## config.mk

```make
export PLATFORM = sky130hd
export DESIGN_NAME = multi_phase_generator
export DESIGN_NICKNAME = d
export VERILOG_FILES = /design/src/rtl/multi_phase_generator.sv
export SDC_FILE = /design/constraint.sdc
export NUM_CORES = 1
export LEC_CHECK = 0
export CORE_MARGIN = 8
export CORE_UTILIZATION = 25
export CTS_CLUSTER_DIAMETER = 50
export DETAILED_ROUTE_END_ITERATION = 7
export PLACE_DENSITY = 0.48
export SLEW_MARGIN = 20
export SYNTH_ARGS = -nofsm -noshare
export SYNTH_HDL_FRONTEND = slang
export SYNTH_SLANG_ARGS = --single-unit
```

## constraint.sdc

```tcl
create_clock -name i_clk -period 16.9 [get_ports i_clk]
set_clock_uncertainty 0.05 [all_clocks]
set_input_delay 3.38 -clock i_clk [delete_from_list [all_inputs] [get_ports i_clk]]
set_output_delay 3.38 -clock i_clk [all_outputs]
set_load 0.02 [all_outputs]
```

## src/rtl/multi_phase_generator.sv

```systemverilog
// multi_phase_generator: time-multiplexed multi-channel phase accumulator (NCO core)
// sharing one adder across all channels, one channel per clock per sample tick.
module multi_phase_generator #(
   parameter int NUM_CHANNELS = 4,
   parameter int PHASE_WIDTH  = 32,
   parameter int CH_WIDTH     = 2
) (
   input  logic                   i_clk,
   input  logic                   i_rst,
   input  logic                   i_tick,
   input  logic                   i_delta_wr,
   input  logic [CH_WIDTH-1:0]    i_delta_ch,
   input  logic [PHASE_WIDTH-1:0] i_delta,
   input  logic                   i_phase_clr,
   input  logic [CH_WIDTH-1:0]    i_clr_ch,
   output logic                   o_busy,
   output logic                   o_valid,
   output logic [CH_WIDTH-1:0]    o_ch,
   output logic [PHASE_WIDTH-1:0] o_phase,
   output logic                   o_wrap,
   output logic                   o_overrun
);
   typedef enum logic {IDLE, RUN} state_t;
   state_t                 r_state, w_state_nxt;
   logic [CH_WIDTH-1:0]    r_cnt, w_ch;
   logic                   w_upd, w_last, w_carry;
   logic [PHASE_WIDTH-1:0] r_phase [NUM_CHANNELS];
   logic [PHASE_WIDTH-1:0] r_delta [NUM_CHANNELS];
   logic [PHASE_WIDTH-1:0] w_ph_sel, w_dl_sel, w_sum;
   logic                   r_valid, r_wrap, r_overrun;
   logic [CH_WIDTH-1:0]    r_ch;
   logic [PHASE_WIDTH-1:0] r_out;

   // Channel 0 is computed in the tick cycle itself; RUN covers channels 1..N-1.
   always_comb begin
      w_upd       = (r_state == IDLE && i_tick) || r_state == RUN;
      w_ch        = r_state == RUN ? r_cnt : '0;
      w_last      = w_ch == CH_WIDTH'(NUM_CHANNELS - 1);
      w_state_nxt = (w_upd && !w_last) ? RUN : IDLE;
      w_ph_sel    = '0;
      w_dl_sel    = '0;
      for (int k = 0; k < NUM_CHANNELS; k++) begin
         w_ph_sel = w_ch == CH_WIDTH'(k) ? r_phase[k] : w_ph_sel;
         w_dl_sel = w_ch == CH_WIDTH'(k) ? r_delta[k] : w_dl_sel;
      end
      {w_carry, w_sum} = {1'b0, w_ph_sel} + {1'b0, w_dl_sel};
   end

   always_ff @(posedge i_clk or posedge i_rst) begin
      if (i_rst) begin
         r_state <= IDLE;
         r_cnt   <= '0;
      end else begin
         r_state <= w_state_nxt;
         r_cnt   <= w_ch + 1'b1;
      end
   end

   // Clear takes priority over a same-cycle update of the same channel.
   always_ff @(posedge i_clk or posedge i_rst) begin
      if (i_rst) begin
         for (int k = 0; k < NUM_CHANNELS; k++) begin
            r_phase[k] <= '0;
            r_delta[k] <= '0;
         end
         r_valid   <= 1'b0;
         r_wrap    <= 1'b0;
         r_overrun <= 1'b0;
         r_ch      <= '0;
         r_out     <= '0;
      end else begin
         for (int k = 0; k < NUM_CHANNELS; k++) begin
            if (i_phase_clr && i_clr_ch == CH_WIDTH'(k))
               r_phase[k] <= '0;
            else if (w_upd && w_ch == CH_WIDTH'(k))
               r_phase[k] <= w_sum;
            if (i_delta_wr && i_delta_ch == CH_WIDTH'(k))
               r_delta[k] <= i_delta;
         end
         r_valid   <= w_upd;
         r_wrap    <= w_upd && w_carry;
         r_overrun <= i_tick && r_state == RUN;
         if (w_upd) begin
            r_ch  <= w_ch;
            r_out <= w_sum;
         end
      end
   end

   assign o_busy    = r_state == RUN;
   assign o_valid   = r_valid;
   assign o_ch      = r_ch;
   assign o_phase   = r_out;
   assign o_wrap    = r_wrap;
   assign o_overrun = r_overrun;
endmodule

```

**Word-level counts from Yosys, hierarchy flattened**

Index checks and enable logic that the tools add are counted.

- Word-level logic and storage cells: 70
- Output and inout bits: 38
- Register bits after elaboration: 296

- Reductions and logical operators: 25
- Bitwise logic cells: 1
- Equality and inequality tests: 9
- Mux-type cells: 18
- Add/subtract/negate cells: 2

Operators by type and width:

| cell | count |
|---|---|
| 32-bit two-way mux | 16 |
| 32-bit by 32-bit adder with 33-bit output | 1 |
| 1-bit logical AND | 16 |
| 2-bit equality test, second input constant | 6 |
| 2-bit nonzero test | 4 |
| 2-bit by 1-bit equality test with 1-bit output, second input constant | 3 |
| 2-bit logical NOT | 3 |
| 2-bit by 1-bit adder with 2-bit output, second input constant | 1 |
| 2-bit two-way mux | 1 |
| 1-bit logical NOT | 1 |
| 1-bit logical OR | 1 |
| 1-bit two-way mux | 1 |
| 1-bit inverter | 1 |

**Depth between registers and ports, before layout**

Gate-level depths: netlist (run 1).

- Word-level depth: 9
- Gate-level depth with buffers: 21

**Worst setup path after synthesis (run 1)**

No wires, ideal clock.

- Path type: in2reg
- Start point: input i_tick
- End point: register r_phase[26] in the netlist's numbering
- Stages: 8
- Setup time: 0.131 ns
- Setup slack: 12.055 ns
- Arrival time: 4.664 ns
- Required time: 16.719 ns
- Cells stage by stage: nor2_1 > inv_1 > clkbuf_1 > nand3_1 > clkbuf_1 > nor3_1 > a211oi_1 > nand3_1

- Word-level cells in the longest chain between the ends: 4

RTL lines:

| item | RTL line | text |
|---|---|---|
| start, declared | 10 | `input logic i_tick,` |
| 1-bit logical AND | 36 | `w_upd = (r_state == IDLE && i_tick) \|\| r_state == RUN;` |
| 1-bit logical OR | 36 |  |
| 1-bit logical AND | 75 | `else if (w_upd && w_ch == CH_WIDTH'(k))` |
| 2-bit nonzero test (no line) | - |  |
| end signal, assigned by index | 76 | `r_phase[k] <= w_sum;` |
| end, declared | 27 | `logic [PHASE_WIDTH-1:0] r_phase [NUM_CHANNELS];` |

No other way between the ends.
A chain may end at the register's enable or synchronous reset.

**Worst setup path after layout (run 1)**

- Start point: register r_state (netlist: o_busy)
- End point: register r_phase[62] in the netlist's numbering

- Word-level cells in the longest chain between the ends: 9
- Elaborated cells on any way between the ends: 21
- Classes of those cells: 1 x add/sub; 3 x eq/ne; 11 x mux; 1 x bitwise; 5 x reduce/logical

RTL lines:

| item | RTL line | text |
|---|---|---|
| start, declared | 24 | `state_t r_state, w_state_nxt;` |
| start signal, assigned | 54 | `r_state <= w_state_nxt;` |
| 2-bit two-way mux * | 37 | `w_ch = r_state == RUN ? r_cnt : '0;` |
| via w_ch[0] | 25 | `logic [CH_WIDTH-1:0] r_cnt, w_ch;` |
| 2-bit logical NOT | 43, 44 |  |
| 32-bit two-way mux, on equally long branches (4 in a row) | 43, 44 |  |
| 32-bit by 32-bit adder with 33-bit output | 46 | `{w_carry, w_sum} = {1'b0, w_ph_sel} + {1'b0, w_dl_sel};` |
| 32-bit two-way mux | 75 |  |
| 32-bit two-way mux | 73 | `if (i_phase_clr && i_clr_ch == CH_WIDTH'(k))` |

Mark *: on every way through the listed nets, which the timed path passes. The rest lies on a longest branch. The select of a mux whose other input is x is not followed.

==> impl_metrics.json, run 1 <==
{
  "outcome": "finished, final reports clean",
  "grt_max_degree": 171,
  "critPathRequiredTime_ns": 17.26,
  "grt_use_total_pct": 13.2,
  "ant_nets": 0,
  "die_x_um": 262,
  "via_per_inst": 5.05,
  "yosys.cell_count.top_type": "dfrtp_1",
  "synth-async-reset-ratio_pct": 100,
  "die_h_um": 262,
  "fin_nets": 1625,
  "num_antenna_cells": 0,
  "drv_slew": 0,
  "hold_buffers": 0,
  "ys_seq_area_share_pct": 48.8,
  "htreeDepth": 2,
  "ys_ff_latch": 296,
  "synth_area_leaders": "dfrtp_1 (49%), mux2_2 (10%), a22o_1 (5.1%), nand2_1 (4.9%), a21oi_1 (4.4%)",
  "rsz0062_at_grt": "no",
  "setup_tns_ns": 0,
  "clock-sinks": 296,
  "post_cts.repair.setup_buffers": 0,
  "drt_first_iter_violations": 930,
  "cp-end-kind": "flip-flop",
  "setup_viol": 0,
  "post-route-util_pct": 30.3,
  "cp.arrival_ns": 6.40,
  "syn-instance-count": 1513,
  "fin_crit_ns": 6.04,
  "fin_crit_sh_pct": 35.7,
  "portBuffers": 78,
  "synth_nets": 1591,
  "cellLeakagePower_nw": 7.77,
  "finalHoldViolCount": 0,
  "critPathMaxFanout": 51,
  "fmax_ghz": 0.166,
  "drt-total-wl_um": 46300,
  "area_delta_synth_final_pct": 20.0,
  "clkTransAtPathRegs_ns": 0.06,
  "post_dp_cell_area_mm2": 0.0168,
  "avgSynthCellArea_um2": 10.0,
  "tritoncts": "done",
  "syn_area_mm2": 0.0152,
  "grt-ovfl-total": 0,
  "netlist.area_leader.share_pct": 48.8,
  "dpl.hpwl_um": 30400,
  "yosys-top-cells-count": "dfrtp_1 (296), nand2_1 (198), mux2_2 (140)",
  "num_rows": 90,
  "worst_pin_slew_ns": 0.948,
  "gp_congestion": 0.852,
  "powerDensity_mw_per_mm2": 239,
  "maxCapViolCount": 0,
  "fin_cells": 2361,
  "ctsResizeCount": 0,
  "routedWlPerCell_um": 19.6,
  "synth_top_cell_by_area": "dfrtp_1",
  "antenna_found_initial": 0,
  "cts_buffer_depth": 3,
  "relSlewSlack_pct": 36.3,
  "first_pass_iters": 5,
  "grt_pass1_vias": 12200,
  "detail_route.drc_violations": 0,
  "cts_buffers": 42,
  "num_vias": 11900,
  "io_pins": 79,
  "design_area_mm2": 0.0182,
  "grt_pass1_wl_um": 73700,
  "place_inst": 2284,
  "synth-main-ff-cell": "dfrtp_1",
  "cts_root_buffer": "clkbuf_16",
  "hp-class": "flip-flop to flip-flop",
  "drive_above_1_share_pct": 17.2,
  "yosysWarnings": 0,
  "synth_edf_count": 0,
  "die-area_mm2": 0.0688,
  "peakVddDrop_mv": 0.0857,
  "fp.coreArea_mm2": 0.0601,
  "worst-setup-path-type": "flip-flop to flip-flop",
  "start_util_pct": 25.2,
  "start_kind": "flip-flop",
  "clkLatencyLatePin_ns": 0.56,
  "synthDistinctLibCells": 77
}
## flip-flops by register name, summed over array words and instances (netlist names)
register   cells
r_phase      128
o_wrap         1
o_ch           2
o_busy         1
o_phase       32
r_cnt          2
o_overrun      1
o_valid        1
r_delta      128
## kinds of logic after synthesis
| group | after synthesis | share of synthesized area (%) |
|---|---|---|
| DFF | 296 | 48.8 |
| and+or+nand+nor | 427 | 12.4 |
| AOI/OAI and AO/OA | 464 | 20.8 |
| adders and majority gates | 37 | 3.10 |
| buffers and inverters | 130 | 3.32 |
| muxes | 141 | 10.5 |
| xor gates and xnor gates | 18 | 1.04 |
## metrics by stage
step           hold slack, ns  total power [W]  setup slack [ns]
3_3_place_gp            0.411          0.00343             10.98
5_1_grt                 0.459          0.00468             10.43
6_report                0.425          0.00435             10.86
3_5_place_dp            0.420          0.00347             10.91
2_1_floorplan           0.398          0.00267              5.29
4_1_cts                 0.431          0.00438             10.89
## area by class of cell
type / count / area, um2
fill: 6244 / 41900
sequential: 296 / 7410
multi-input combinational: 1087 / 7330
clock buffer: 56 / 1180
timing repair buffer: 103 / 1000
tap: 782 / 978
clock inverter: 20 / 235
inverter: 17 / 71.3
## critical path, cell delays in order (launching register included)
cell       delay (ns)
dfrtp_1          0.42
nand2_1          0.20
inv_1            0.20
ha_4             0.65
buf_4            0.59
nor2b_2          0.10
buf_4            0.29
a22oi_1          0.21
nor2_1           0.06
a21oi_1          0.13
o21ai_0          0.11
ha_1             0.27
fa_1             0.42
a211oi_1         0.32
o21ai_0          0.16
o211a_1          0.20
o21bai_2         0.33
a2111oi_2        0.16
nor3_1           0.77
o31ai_1          0.16
## layer usage
| layer | wire length [um] | vias up | part of all wire [%] | track usage, % |
|---|---|---|---|---|
| li1 | - | 5601 | - | - |
| met4 | 1310 | 0 | 2.8 | 4.73 |
| met3 | 2420 | 69 | 5.2 | 2.17 |
| met2 | 20400 | 345 | 44 | 20.3 |
| met5 | 0 | - | 0 | 0 |
| met1 | 22100 | 5906 | 48 | 18.6 |
## path summary, 6_finish.rpt
| path | slack (ns) | depth (start not counted) | startpoint | to |
|---|---|---|---|---|
| setup / recovery | 10.86 | 19 | o_busy | r_phase[62] |
| hold / removal | 0.42 | 2 | o_phase[25] | o_phase[25] |
| setup reg to reg | 10.86 | 19 | o_busy | r_phase[62] |
| hold reg to reg | 0.42 | 2 | o_phase[25] | o_phase[25] |
| max in group asynchronous | 11.86 | 4 | i_rst | o_phase[11] |
| min in group asynchronous | 3.36 | 2 | i_rst | r_delta[121] |
## where the power goes
group	switching [W]	total [W]	internal, W
Clock	0.000346	0.000891	0.000546
Combinational	0.00159	0.00241	0.000821
Sequential	0.000113	0.00105	0.000934
Total	0.00205	0.00435	0.00230
## cell usage in the layout (no fill, tap or decap), types with 7 or more instances in the layout
master and instances:
ha_1 33, o21ai_0 87, nand3_1 23, clkdlybuf4s50_1 78, nand2_1 198, nor3_1 17, nand4_1 15, clkbuf_16 43
buf_4 23, inv_1 12, clkbuf_1 7, a21oi_1 132, or3_1 7, o2111ai_1 10, o31ai_1 18, a21o_1 13
o21a_1 7, o211ai_1 10, dfrtp_1 296, a22o_1 89, xnor2_1 15, mux2_2 140, and3_1 8, nor2_1 116
a22oi_1 32
Power figures use the tool's default switching activity.
==> inputs of run 2 (changes only) <==
- PLACE_DENSITY: 0.48 -> 0.49
- clock period: 16.9 -> 5.5 ns (I/O delays scaled with it)
==> impl_metrics.json, run 2 (synthesis gave the netlist of run 1 again) <==
{
  "num_rows": 90,
  "maxCapViolCount": 0,
  "finalHoldViolCount": 0,
  "detail_route.drc_violations": 0,
  "tritoncts": "done",
  "die-area_mm2": 0.0688,
  "portBuffers": 78,
  "worst-setup-path-type": "flip-flop to flip-flop",
  "grt-ovfl-total": 0,
  "outcome": "finished, final reports clean",
  "cp-end-kind": "flip-flop",
  "num_vias": 12100,
  "hp-class": "flip-flop to flip-flop",
  "peakVddDrop_mv": 0.289,
  "antenna_found_initial": 0,
  "cts_buffers": 41,
  "fin_cells": 2384,
  "via_per_inst": 5.07,
  "htreeDepth": 2,
  "clock-sinks": 296,
  "drt_first_iter_violations": 812,
  "drv_slew": 0,
  "routedWlPerCell_um": 19.8,
  "ant_nets": 0,
  "setup_viol": 0,
  "drt-total-wl_um": 47300,
  "regArea_mm2": 0.00741,
  "cts_buffer_depth": 3,
  "die_x_um": 262,
  "fin_crit_sh_pct": 93.2,
  "critPathRequiredTime_ns": 5.88,
  "final_cell_mix": "dfrtp_1 (296), nand2_1 (198), mux2_2 (140)",
  "worst_pin_slew_ns": 1.09,
  "cts_root_buffer": "clkbuf_16",
  "fmax_ghz": 0.195,
  "critPathMaxFanout": 40,
  "rsz0062_at_grt": "no",
  "grt_max_degree": 102,
  "total_power_w": 0.0135,
  "hold_slack_ns": 0.413,
  "num_antenna_cells": 0,
  "grt_pass1_wl_um": 73900,
  "layout_commonest_cell": "dfrtp_1",
  "start_util_pct": 25.2,
  "hold_buffers": 0,
  "fin_crit_ns": 5.13,
  "grt_use_total_pct": 13.4,
  "start_kind": "flip-flop",
  "setup_tns_ns": 0,
  "first_pass_iters": 5,
  "relSlewSlack_pct": 27.1,
  "dpl.hpwl_um": 31600,
  "multi_input_area_mm2": 0.00732,
  "cp.arrival_ns": 5.51,
  "grt_pass1_vias": 12200,
  "cellLeakagePower_nw": 7.85,
  "post_cts.repair.setup_buffers": 0,
  "fp.coreArea_mm2": 0.0601,
  "clkTransAtPathRegs_ns": 0.06,
  "place_inst": 2308,
  "die_h_um": 262,
  "gp_congestion": 0.867,
  "io_pins": 79,
  "fillers": 6302,
  "ctsResizeCount": 0,
  "area_delta_synth_final_pct": 21.1,
  "powerDensity_mw_per_mm2": 733,
  "clkLatencyLatePin_ns": 0.57,
  "drive_above_1_share_pct": 18.4,
  "fin_nets": 1647
}
run 2: cell types whose count changed in the layout (fill, tap and decap cells not counted), sizes merged:
cell	delta
inv	-4
clkinvlp	+4
buf	+23
run 2: routing by layer:
layer	wire length, um	GRT usage [%]	up-vias
li1	-	-	5625
met1	22500	18.4	6096
met2	21400	21.1	302
met3	2330	2.54	75
met4	1120	3.97	0
met5	0	0	-
run 2: where the power goes:
part           switching (W)  internal (W)  total (W)
clock network        0.00103       0.00166    0.00269
registers           0.000328       0.00287    0.00320
logic                0.00489       0.00269    0.00758
run 2: final timing paths:
check,start,to,slack (ns),depth (start not counted)
max,o_busy,r_phase[31],0.37,17
min,o_phase[7],o_phase[7],0.41,2
max reg2reg,o_busy,r_phase[31],0.37,17
min reg2reg,o_phase[7],o_phase[7],0.41,2
max in group asynchronous,i_rst,o_phase[10],3.45,3
min in group asynchronous,i_rst,o_phase[27],0.94,2
run 2: cell type report:
| class | count | area share (%) |
|---|---|---|
| flip-flops and latches | 296 | 40.3 |
| multi-input cells | 1087 | 39.9 |
| repair buffers | 126 | 6.55 |
| clock buffers | 56 | 6.45 |
| well taps | 782 | 5.33 |
| clock inverters | 20 | 1.12 |
| inverters | 17 | 0.368 |
run 2: critical path: stages (launching register included):
cell and delay (ns):
dfrtp_1 0.41, nand2_1 0.18, inv_1 0.20, ha_4 0.53, buf_4 0.45, nor2_1 0.09, a21oi_1 0.12, nor2_1 0.05
a21oi_1 0.11, o21ai_0 0.21, ha_1 0.59, inv_2 0.14, nor3_1 0.37, nor3b_1 0.38, o211ai_1 0.31, or4b_1 0.39
a21oi_1 0.10, a221o_1 0.28
run 2: per-stage QoR:
stage	cell area, um2	worst slack (ns)	utilization [%]
2_1_floorplan	15200	0.419	-
3_3_place_gp	17000	0.481	28.2
6_report	18400	0.372	30.6
5_1_grt	18400	0.0958	30.6
3_5_place_dp	17000	0.416	28.2
4_1_cts	18400	0.361	30.6
==> inputs of run 3 (changes only) <==
- CTS_CLUSTER_DIAMETER: 50 -> 60
==> impl_metrics.json, run 3 (synthesis gave the netlist of run 1 again) <==
{
  "outcome": "finished, final reports clean",
  "relSlewSlack_pct": 26.0,
  "drv_slew": 0,
  "grt_use_total_pct": 13.3,
  "cts_buffers": 37,
  "setup_viol": 0,
  "cp.arrival_ns": 5.47,
  "maxCapViolCount": 0,
  "peakVddDrop_mv": 0.283,
  "worst_pin_slew_ns": 1.11,
  "hp-class": "flip-flop to flip-flop",
  "p_comb_share_pct": 57.4,
  "p_switching_w": 0.00618,
  "crit_path_top_delay_cell": "ha_1",
  "first_pass_iters": 5,
  "die-area_mm2": 0.0688,
  "portBuffers": 78,
  "drt-total-wl_um": 47000,
  "post_cts.repair.setup_buffers": 0,
  "crit_chain": "nand2_1 -> inv_1 -> ha_4 -> buf_4 -> nor2_1 -> a21oi_1 -> nor2_1 -> a21oi_1 -> o21ai_0 -> ha_1 -> inv_2 -> nor3_1 -> nor3b_1 -> o211ai_1 -> or4b_1 -> a21oi_1 -> a221o_1",
  "grt_pass1_wl_um": 73600,
  "start_util_pct": 25.2,
  "area_delta_synth_final_pct": 19.9,
  "via_per_inst": 5.04,
  "internal-power_w": 0.00699,
  "dpl.hpwl_um": 31600,
  "tritoncts": "done",
  "fin_crit_sh_pct": 92.6,
  "worst-setup-path-type": "flip-flop to flip-flop",
  "final_cell_mix": "dfrtp_1 (296), nand2_1 (198), mux2_2 (140)",
  "grt-ovfl-total": 0,
  "grt_pass1_vias": 12100,
  "fmax_ghz": 0.196,
  "gp_congestion": 0.867,
  "grt_max_degree": 102,
  "drive_above_1_share_pct": 17.8,
  "fin_crit_ns": 5.09,
  "finalHoldViolCount": 0,
  "cp-end-kind": "flip-flop",
  "critPathMaxStageDelay_ns": 0.57,
  "io_pins": 79,
  "die_x_um": 262,
  "num_vias": 12000,
  "critPathTopFamily": "simple AND/OR/NAND/NOR gates",
  "hold_buffers": 0,
  "critical_path_buf_inv_count": 3,
  "clockPowerShare_pct": 18.3,
  "cpMostUsedCell": "a21oi_1",
  "cellLeakagePower_nw": 7.78,
  "start_kind": "flip-flop",
  "fin_nets": 1643,
  "post-route-util_pct": 30.2,
  "swShare_pct": 46.9,
  "num_antenna_cells": 0,
  "rsz0062_at_grt": "no",
  "routedWlPerCell_um": 19.8,
  "critPathRequiredTime_ns": 5.87,
  "power_frac_seq_pct": 24.3,
  "layout_commonest_cell": "dfrtp_1",
  "critPathMaxFanout": 40,
  "detail_route.drc_violations": 0,
  "drt_first_iter_violations": 872,
  "powerDensity_mw_per_mm2": 724,
  "clkTransAtPathRegs_ns": 0.06,
  "clkLatencyLatePin_ns": 0.56,
  "setup_tns_ns": 0,
  "fp.coreArea_mm2": 0.0601,
  "cts_buffer_depth": 3,
  "antenna_found_initial": 0,
  "htreeDepth": 2,
  "die_h_um": 262,
  "num_rows": 90,
  "clock-sinks": 296,
  "ctsResizeCount": 0,
  "cts_root_buffer": "clkbuf_16",
  "ant_nets": 0
}
## run 3: cell count changes in the layout (fill, tap and decap cells not counted), moves of 2 or more
cell,previous run,this run
clkbuf_8,6,10
clkbuf_16,43,37
clkbuf_1,7,9
clkinv_2,7,5
bufinv_16,3,1
clkinvlp_4,6,1
## run 3: stage by stage
step	instance area [um2]	std cells	worst slack, ns	hold WS, ns	total power (W)
after floorplan	15200	1513	0.419	0.398	0.00820
final	18200	2375	0.410	0.413	0.0132
after global routing	18200	2375	0.0945	0.450	0.0141
after CTS	18200	2375	0.363	0.423	0.0133
after detailed placement	17000	2308	0.416	0.410	0.0108
after global placement	17000	2308	0.481	0.407	0.0107
## run 3: worst register-to-register path: stages (launching register included)
cell      delay, ns
dfrtp_1        0.41
nand2_1        0.18
inv_1          0.20
ha_4           0.53
buf_4          0.46
nor2_1         0.10
a21oi_1        0.12
nor2_1         0.05
a21oi_1        0.11
o21ai_0        0.20
ha_1           0.58
inv_2          0.15
nor3_1         0.38
nor3b_1        0.38
o211ai_1       0.31
or4b_1         0.39
a21oi_1        0.11
a221o_1        0.28
## run 3: per-layer routing
layer  vias up  wire length (um)  track usage, %
met5         -                 0               0
met4         0              1110            4.25
met3        66              2160            2.09
met2       282             21300            21.2
met1      6011             22400            18.4
li1       5621                 -               -
## run 3: area by class of cell
type | instances | area (um2)
well taps | 782 | 978
multi-input cells | 1087 | 7320
clock inverters | 11 | 110
flip-flops and latches | 296 | 7410
repair buffers | 126 | 1200
clock buffers | 56 | 1100
fillers | 6297 | 41900
inverters | 17 | 67.6
## run 3: path summary, 6_finish.rpt
kind | start | to | slack [ns] | cells past startpoint
setup / recovery | o_busy | r_phase[127] | 0.41 | 17
hold / removal | o_phase[7] | o_phase[7] | 0.41 | 2
setup reg to reg | o_busy | r_phase[127] | 0.41 | 17
hold reg to reg | o_phase[7] | o_phase[7] | 0.41 | 2
max in group asynchronous | i_rst | r_phase[100] | 3.44 | 3
min in group asynchronous | i_rst | o_phase[27] | 0.95 | 2
## run 3: power groups by stage
stage	Clock, W	Sequential, W	Combinational [W]
2_1_floorplan	0	0.00330	0.00490
3_3_place_gp	0	0.00322	0.00749
3_5_place_dp	0	0.00323	0.00754
4_1_cts	0.00249	0.00320	0.00757
5_1_grt	0.00257	0.00327	0.00829
6_report	0.00241	0.00320	0.00757
